--- src/rtl/rob_param.sv ---
// In-order-commit reorder buffer: out-of-order writeback, single retire per cycle, store release and mispredict flush.
// Retire/flush pulses are registered one edge after the head is ready; rob_full is advisory, dispatch at count==DEPTH is dropped. Option: ROB_PERF_CNT_EN.
module rob_param #(
    parameter int DEPTH       = 16,
    parameter int TAG_W       = 5,
    parameter int DATA_W      = 32,
    parameter int ADDR_W      = 32,
    parameter int REG_W       = 5,
    parameter int FULL_MARGIN = 3
) (
    input  logic              clk_in,
    input  logic              rst_in,
    input  logic              rdy_in,
    input  logic              disp_valid,
    input  logic [ADDR_W-1:0] disp_npc,
    input  logic [REG_W-1:0]  disp_rd,
    input  logic              disp_is_load,
    input  logic              disp_is_store,
    output logic [TAG_W-1:0]  next_tag,
    output logic              rob_full,
    input  logic              alu_wb_valid,
    input  logic [TAG_W-1:0]  alu_wb_tag,
    input  logic [DATA_W-1:0] alu_wb_val,
    input  logic [ADDR_W-1:0] alu_wb_npc,
    input  logic              lsb_wb_valid,
    input  logic [TAG_W-1:0]  lsb_wb_tag,
    input  logic [DATA_W-1:0] lsb_wb_val,
    input  logic [TAG_W-1:0]  q1_tag,
    input  logic [TAG_W-1:0]  q2_tag,
    output logic              q1_ready,
    output logic              q2_ready,
    output logic [DATA_W-1:0] q1_val,
    output logic [DATA_W-1:0] q2_val,
    output logic              commit_valid,
    output logic [REG_W-1:0]  commit_rd,
    output logic [DATA_W-1:0] commit_val,
    output logic [TAG_W-1:0]  commit_tag,
    output logic [TAG_W-1:0]  head_tag,
    output logic              store_rel_valid,
    output logic [TAG_W-1:0]  store_rel_tag,
    input  logic              store_rel_ack,
    output logic              flush,
    output logic [ADDR_W-1:0] redirect_pc
`ifdef ROB_PERF_CNT_EN
    ,
    output logic [31:0]       perf_commits,
    output logic [31:0]       perf_flushes
`endif
);

    localparam int IDX_W = $clog2(DEPTH);
    localparam int CNT_W = IDX_W + 1;

    typedef enum logic [1:0] {ST_EMPTY, ST_ISSUED, ST_DONE} ent_state_t;

    ent_state_t        st      [DEPTH];
    logic [ADDR_W-1:0] npc_q   [DEPTH];
    logic [ADDR_W-1:0] rnpc_q  [DEPTH];
    logic [REG_W-1:0]  rd_q    [DEPTH];
    logic [DATA_W-1:0] val_q   [DEPTH];
    logic              is_load_q  [DEPTH];
    logic              is_store_q [DEPTH];

    logic [IDX_W-1:0] head, tail;
    logic [CNT_W-1:0] count;

    logic             do_commit, do_store_ret, retire, mispred, do_disp;
    logic             alu_wr, lsb_wr;
    logic [IDX_W-1:0] a_idx, l_idx;

    function automatic logic tag_ok(input logic [TAG_W-1:0] t);
        return (t != '0) && (int'(t) <= DEPTH);
    endfunction

    function automatic logic [IDX_W-1:0] idx_of(input logic [TAG_W-1:0] t);
        return IDX_W'(t - TAG_W'(1));
    endfunction

    // Returns {ready, value}; the live writeback buses take priority over stored entries.
    function automatic logic [DATA_W:0] lookup(input logic [TAG_W-1:0] t);
        logic [DATA_W:0] res;
        res = '0;
        if (t == '0)
            res = {1'b1, {DATA_W{1'b0}}};
        else if (alu_wb_valid && alu_wb_tag == t)
            res = {1'b1, alu_wb_val};
        else if (lsb_wb_valid && lsb_wb_tag == t)
            res = {1'b1, lsb_wb_val};
        else if (tag_ok(t) && st[idx_of(t)] == ST_DONE)
            res = {1'b1, val_q[idx_of(t)]};
        return res;
    endfunction

    assign next_tag        = TAG_W'(tail) + TAG_W'(1);
    assign head_tag        = TAG_W'(head) + TAG_W'(1);
    assign rob_full        = count >= CNT_W'(DEPTH - FULL_MARGIN);
    assign store_rel_valid = (st[head] != ST_EMPTY) && is_store_q[head];
    assign store_rel_tag   = store_rel_valid ? head_tag : '0;

    always_comb begin
        {q1_ready, q1_val} = lookup(q1_tag);
        {q2_ready, q2_val} = lookup(q2_tag);
    end

    always_comb begin
        a_idx        = idx_of(alu_wb_tag);
        l_idx        = idx_of(lsb_wb_tag);
        do_commit    = rdy_in && (st[head] == ST_DONE) && !is_store_q[head];
        do_store_ret = rdy_in && store_rel_valid && store_rel_ack;
        retire       = do_commit || do_store_ret;
        mispred      = do_commit && (rnpc_q[head] != npc_q[head]);
        do_disp      = rdy_in && disp_valid && (count != CNT_W'(DEPTH)) && !flush && !mispred;
        lsb_wr       = rdy_in && !mispred && lsb_wb_valid && tag_ok(lsb_wb_tag)
                       && (st[l_idx] == ST_ISSUED) && !(retire && l_idx == head);
        alu_wr       = rdy_in && !mispred && alu_wb_valid && tag_ok(alu_wb_tag)
                       && (st[a_idx] == ST_ISSUED) && !(retire && a_idx == head)
                       && !(lsb_wb_valid && lsb_wb_tag == alu_wb_tag);
    end

    always_ff @(posedge clk_in) begin
        if (!rst_in) begin
            head         <= '0;
            tail         <= '0;
            count        <= '0;
            commit_valid <= 1'b0;
            commit_rd    <= '0;
            commit_val   <= '0;
            commit_tag   <= '0;
            flush        <= 1'b0;
            redirect_pc  <= '0;
            for (int i = 0; i < DEPTH; i++) st[i] <= ST_EMPTY;
        end else if (!rdy_in) begin
            commit_valid <= 1'b0;
            flush        <= 1'b0;
        end else begin
            commit_valid <= retire;
            flush        <= mispred;
            if (retire) begin
                commit_rd  <= do_store_ret ? '0 : rd_q[head];
                commit_val <= val_q[head];
                commit_tag <= head_tag;
            end
            if (mispred) begin
                redirect_pc <= rnpc_q[head];
                head        <= '0;
                tail        <= '0;
                count       <= '0;
                for (int i = 0; i < DEPTH; i++) st[i] <= ST_EMPTY;
            end else begin
                if (retire) begin
                    st[head] <= ST_EMPTY;
                    head     <= head + IDX_W'(1);
                end
                if (do_disp) begin
                    st[tail] <= ST_ISSUED;
                    tail     <= tail + IDX_W'(1);
                end
                if (alu_wr) st[a_idx] <= ST_DONE;
                if (lsb_wr) st[l_idx] <= ST_DONE;
                case ({do_disp, retire})
                    2'b10:   count <= count + CNT_W'(1);
                    2'b01:   count <= count - CNT_W'(1);
                    default: count <= count;
                endcase
            end
        end
    end

    // Payload storage; validity is carried entirely by st[].
    always_ff @(posedge clk_in) begin
        if (do_disp) begin
            npc_q[tail]      <= disp_npc;
            rnpc_q[tail]     <= disp_npc;
            rd_q[tail]       <= disp_rd;
            val_q[tail]      <= '0;
            is_load_q[tail]  <= disp_is_load;
            is_store_q[tail] <= disp_is_store;
        end
        if (alu_wr) begin
            val_q[a_idx] <= alu_wb_val;
            // A load's control flow never resolves on the ALU bus.
            if (!is_load_q[a_idx]) rnpc_q[a_idx] <= alu_wb_npc;
        end
        if (lsb_wr) val_q[l_idx] <= lsb_wb_val;
    end

`ifdef ROB_PERF_CNT_EN
    always_ff @(posedge clk_in) begin
        if (!rst_in) begin
            perf_commits <= '0;
            perf_flushes <= '0;
        end else begin
            if (retire && perf_commits != '1) perf_commits <= perf_commits + 32'd1;
            if (mispred && perf_flushes != '1) perf_flushes <= perf_flushes + 32'd1;
        end
    end
`endif

endmodule

--- config.mk ---
export PLATFORM = sky130hd
export DESIGN_NAME = rob_param
export DESIGN_NICKNAME = d
export VERILOG_FILES = /design/src/rtl/rob_param.sv
export SDC_FILE = /design/constraint.sdc
export NUM_CORES = 2
export LEC_CHECK = 0
export ABC_CLOCK_PERIOD_IN_PS = 6810
export BUFFER_PORTS_ARGS = -buffer_cell sky130_fd_sc_hd__buf_2
export CAP_MARGIN = 40
export CORE_MARGIN = 2
export CORE_UTILIZATION = 52
export DETAILED_ROUTE_END_ITERATION = 8
export PLACE_DENSITY = 0.7
export SLEW_MARGIN = 20
export SYNTH_ARGS = -nofsm -noshare
export SYNTH_HDL_FRONTEND = slang
export SYNTH_SLANG_ARGS = --single-unit
--- constraint.sdc ---
create_clock -name clk_in -period 6.81 [get_ports clk_in]
set_clock_uncertainty 0.2 [all_clocks]
set_input_delay 1.362 -clock clk_in [delete_from_list [all_inputs] [get_ports clk_in]]
set_output_delay 1.362 -clock clk_in [all_outputs]
set_load 0.02 [all_outputs]
=== Word-level counts from Yosys, hierarchy flattened ===
Memories as Yosys holds them, arrays and structs flattened. A register that Yosys moved wholly into a read port is not among the register bits.
Cells that the tools add are included.

* Bitwise operators: 16
* Eq/ne operators: 16
* Order comparisons: 5
* Add/sub/neg operators: 10
* Reduce and logical (&&, ||, !) cells: 61
* Muxes and demuxes: 85

{| class="wikitable"
|+ Operators by type and width
! cell !! number
|-
| $mux 33 || 8
|-
| $mux 4 || 18
|-
| $mux 2 || 20
|-
| $mux 1 || 35
|-
| $logic_and 1x1->1 || 33
|-
| $ne 32x32->1 || 1
|-
| $eq 5x5->1 || 5
|-
| $le 5x5->1 const B || 4
|-
| $reduce_bool 5->1 || 4
|-
| $or 1x1->1 || 16
|-
| $sub 4x1->4 const B || 4
|-
| $mux 5 || 3
|-
| $reduce_and 2->1 || 6
|-
| $add 4x1->5 const B || 2
|-
| $logic_not 5->1 || 2
|-
| $pmux 5 s2 || 1
|-
| $add 4x1->4 const B || 2
|-
| $eq 2x2->1 const B || 4
|-
| $eq 4x4->1 || 2
|-
| $reduce_or 2->1 || 4
|-
| $logic_not 1->1 || 7
|-
| $eq 2x1->1 const B || 3
|-
| $reduce_bool 2->1 || 3
|-
| $add 5x1->5 const B || 1
|-
| 5 further kinds || 5
|}

* Output and inout bits: 159
* Memories kept: 7
* RAM bits: 1680
* Register bits: 57

{| class="wikitable"
|+ Memory list
! memory !! words !! width !! read ports !! clocked after memory_dff !! write ports !! RTL line !! RTL
|-
| npc_q || 16 || 32 || 1 || 1 || 1 || 57 || <nowiki>logic [ADDR_W-1:0] npc_q [DEPTH];</nowiki>
|-
| rnpc_q || 16 || 32 || 1 || 1 || 2 || 58 || <nowiki>logic [ADDR_W-1:0] rnpc_q [DEPTH];</nowiki>
|-
| val_q || 16 || 32 || 3 || 1 || 3 || 60 || <nowiki>logic [DATA_W-1:0] val_q [DEPTH];</nowiki>
|-
| rd_q || 16 || 5 || 1 || 1 || 1 || 59 || <nowiki>logic [REG_W-1:0] rd_q [DEPTH];</nowiki>
|-
| st || 16 || 2 || 5 || 1 || 16 || 56 || <nowiki>ent_state_t st [DEPTH];</nowiki>
|-
| is_load_q || 16 || 1 || 1 || 0 || 1 || 61 || <nowiki>logic is_load_q [DEPTH];</nowiki>
|-
| 1 more memories || -- || -- || -- || -- || -- || -- ||
|}

=== Depth between registers and ports, before layout ===
* Depth in word-level cells: 18
* Depth in mapped cells: 24
* Depth with buffers taken out: 16

=== Least setup slack after synthesis ===
No wires, ideal clock.

* Path kind: reg2reg
* From: register (tool-made name)
* To: memory is_load_q[10] (enable)
* Arrival: 5.910 ns
* Stages on the path, launching flop included: 16
* Library setup time: 0.484 ns
* Buffers on the path: 7
* Slack: 0.216 ns
* Cells stage by stage: dfxtp_1 -> clkbuf_2 -> buf_6 -> buf_6 -> buf_2 -> mux4_2 -> mux4_2 -> xnor2_1 -> o211ai_1 -> nor3_2 -> and3_1 -> clkbuf_1 -> nor2_1 -> buf_2 -> buf_1 -> nor3_1

{| class="wikitable"
|+ RTL lines
! what !! RTL line
|-
| end, declared || 61
|}

=== Final worst setup path ===
* From: input q1_tag[0]
* To: output q1_val[13]

* Word-level cells in the longest chain between the ends: 8
* Elaborated cells on any way between the ends: 17
* Those cells by class: add/sub (1); order compare (1); eq/ne (3); mux (4); reduce/logical (6); memory (2)

{| class="wikitable"
|+ RTL lines
! what !! RTL line !! RTL
|-
| start, declared || 28 || <nowiki>input logic [TAG_W-1:0] q1_tag,</nowiki>
|-
| $sub 4x1->4 || 76 || <nowiki>return IDX_W'(t - TAG_W'(1));</nowiki>
|-
| $mem_v2 16x2 || -- ||
|-
| $eq 2x2->1 || 89 || <nowiki>else if (tag_ok(t) && st[idx_of(t)] == ST_DONE)</nowiki>
|-
| $logic_and 1x1->1 || 89 ||
|-
| $mux 33 || 89 ||
|-
| $mux 33 || 87 || <nowiki>else if (lsb_wb_valid && lsb_wb_tag == t)</nowiki>
|-
| $mux 33 || 85 || <nowiki>else if (alu_wb_valid && alu_wb_tag == t)</nowiki>
|-
| $mux 33 * || 83 || <nowiki>if (t == '0)</nowiki>
|-
| end, declared || 32 || <nowiki>output logic [DATA_W-1:0] q1_val,</nowiki>
|}

Every way passes the cells marked *; elsewhere a longest branch is shown, timed or not.

==> results.yml <==
timing:
  tightestPinTransition_ps: 1224
  period_needed_ps: 6305
  slew_viol_final: 0
  rsz0062_at_grt: "no"
  max_clock_freq_ghz: 0.1586
  postLayoutSetupSlackWorst_ps: 505.2
  finalCritPeriodShare: 0.9258
  setup_viol: 0
  fin_setup_tns_ps: 0
  hold_viol_final: 0
  max_slew_margin: 0.1839
cts:
  insertion_delay_ps: 860
  cts_tree: "done"
  cts.htree.levels: 4
  post_cts_buffers: 0
  postCtsHoldBufs: 0
  cts_buffers: 189
  cts_resized: 0
  clockBufferDepth: 3
  clkSlewWorstSetupHoldPaths_ps: 60
  numClockSinks: 1773
  cts_root_buf: "clkbuf_16"
layout:
  fillCellCount: 14070
  synthToLayoutAreaGrowth_pct: 12.08
  layout_commonest_cell: "edfxtp_1"
  final_cells: 9038
  layout_common_cells: "edfxtp_1, mux4_2, a211oi_1, o2bb2ai_1, mux2_2"
  seq_area_sq_um: 52020
  final_area_sq_um: 108200
  nets: 6573
  drive_gt1_frac: 0.3486
  multi_input_area_sq_um: 41700
yosys:
  syn_area_per_cell_sq_um: 15.13
  async_flop_share: 0
  synth.distinct_cells: 71
  yosys_warnings: 0
  syn_inst: 6380
  synth_edf_count: 1648
  mappedNetlistArea_sq_um: 96560
  ys_seq_area_frac: 0.5384
  synth_seq_cells: 1773
  syn_nets: 6570
  synth_ff_type: "edfxtp_1"
die:
  chipWidth_um: 434.9
  die_area_sq_um: 189200
  io_pins: 321
  num_rows: 158
  start_util: 0.5218
  die_y_um: 434.9
  core_sq_um: 185000
power_and_ir_drop:
  fin_total_pwr_uw: 24470
  p_leak_uw: 0.03402
  max-vdd-ir-drop_v: 0.0002739
  powerDensity_nw_per_um2: 226.1
global_route:
  grt_pass1_vias: 67430
  grt_max_degree: 212
  antenna_found_initial: 34
  grt_pass1_wl_um: 484300
  overflow: 0
  track_usage: 0.3531
route:
  drt-initial-drc-count: 11550
  drc: 0
  num_vias: 67990
  viasPerCell: 7.523
  ant_nets: 0
  wl_per_cell_um: 37.58
  wirelength_um: 339600
  dr.pass1.iters: 8
place:
  place_congestion: 0.9587
  place_ws_ps: 590.3
  dp_hpwl_um: 198000
  post_dp_cell_area_sq_um: 101700
  io_buffers: 320
  dp.cells: 8670
worst_setup_path:
  cp-start-kind: "primary input"
  cp_data_required_time_ps: 5250
  arrival_ps: 4740
  cp-end-kind: "output port"
  critical_path.max_fanout: 20
  criticalPathCategory: "in -> out"
worst_hold_path:
  hp-class: "reg -> reg"
job:
  maxCapViolations: 0
status:
  status: "finished, final reports clean"
## synth_stat cells, types with 30 or more instances
cell type | count | share of area
edfxtp_1 | 1648 | 0.51
mux4_2 | 787 | 0.18
a211oi_1 | 522 | 0.041
o2bb2ai_1 | 514 | 0.047
mux2_2 | 492 | 0.057
nand2_1 | 460 | 0.018
clkbuf_1 | 442 | 0.017
buf_2 | 162 | 0.0084
nor2_1 | 127 | 0.0049
dfxtp_1 | 125 | 0.026
nor3_1 | 104 | 0.0054
a22oi_1 | 92 | 0.0072
buf_1 | 91 | 0.0035
a221oi_1 | 83 | 0.0075
mux2i_1 | 66 | 0.0068
buf_4 | 61 | 0.0047
nor2b_1 | 51 | 0.0033
xor2_1 | 42 | 0.0038
xnor2_1 | 41 | 0.0037
o21ai_0 | 38 | 0.0020
a21boi_0 | 30 | 0.0023
## critical path, stage by stage
cell and delay, ps:
buf_8 100, clkinv_1 260, ha_4 280, xnor2_2 330
mux4_2 380, nand2_1 100, o21ai_0 80, o211ai_1 510
nor2_4 50, buf_4 260, a221oi_1 680, nor3_1 110
buf_2 190
## path summary, 6_finish.rpt
| check | startpoint | end | slack [ps] | depth (start not counted) |
|---|---|---|---|---|
| worst max register to register | flip-flop | val_q[2][27]$_DFFE_PP_ | 680 | 12 |
| worst max-delay path | q1_tag[0] | q1_val[13] | 510 | 13 |
| worst min-delay path | redirect_pc[0]$_SDFFE_PN0P_ | redirect_pc[0]$_SDFFE_PN0P_ | 250 | 2 |
| worst min register to register | redirect_pc[0]$_SDFFE_PN0P_ | redirect_pc[0]$_SDFFE_PN0P_ | 250 | 2 |
## registers in the layout (all words and copies together), names as in the netlist, named ones only
register and cells:
val_q 512, st 32, commit_rd 5, commit_tag 5, commit_valid 1, head 4
tail 4, npc_q 512, commit_val 32, is_load_q 16, rnpc_q 512, redirect_pc 32
is_store_q 16, flush 1, count 5, rd_q 80
## where the power goes
part | switching (uW) | internal (uW)
clock | 4550 | 6160
sequential | 35.1 | 11900
combinational | 1120 | 701
total | 5700 | 18800
## metrics by stage
| stage | utilization | hold slack [ps] |
|---|---|---|
| floorplan | - | 277.4 |
| global placement | 0.5486 | 240.9 |
| detailed placement | 0.5498 | 245.4 |
| CTS | 0.5844 | 258.0 |
| global route | 0.5848 | 280.1 |
| finish | 0.5849 | 254.3 |
## cell type report
class,count,area share
antenna,14,0.0003237
timing repair buffer,581,0.04485
tap,2480,0.02867
sequential,1773,0.4806
inverter,33,0.001145
clock inverter,107,0.01111
multi-input combinational,3805,0.3853
clock buffer,245,0.04800
## per-layer routing
layer  up-vias  share of wire  global-route usage
met2      5673           0.47              0.5545
met5         -        0.00033                   0
met4        16          0.079              0.2358
met1     34390           0.33              0.4374
met3      1288           0.12             0.08426
li1      26620              -                   -
## cells by family (layout without fill, tap and decap cells)
| group | count (synthesis) | after routing | synth area share |
|---|---|---|---|
| flops | 1773 | 1773 | 0.5384 |
| compound gates | 1458 | 1458 | 0.1232 |
| mux | 1370 | 1370 | 0.2507 |
| simple gates | 866 | 866 | 0.03985 |
| buf+inv | 802 | 966 | 0.03659 |
| xor+xnor | 83 | 83 | 0.007528 |
| fa+ha+maj | 28 | 28 | 0.003706 |
| other cells | 0 | 14 | 0 |
Power figures use the tool's default switching activity.
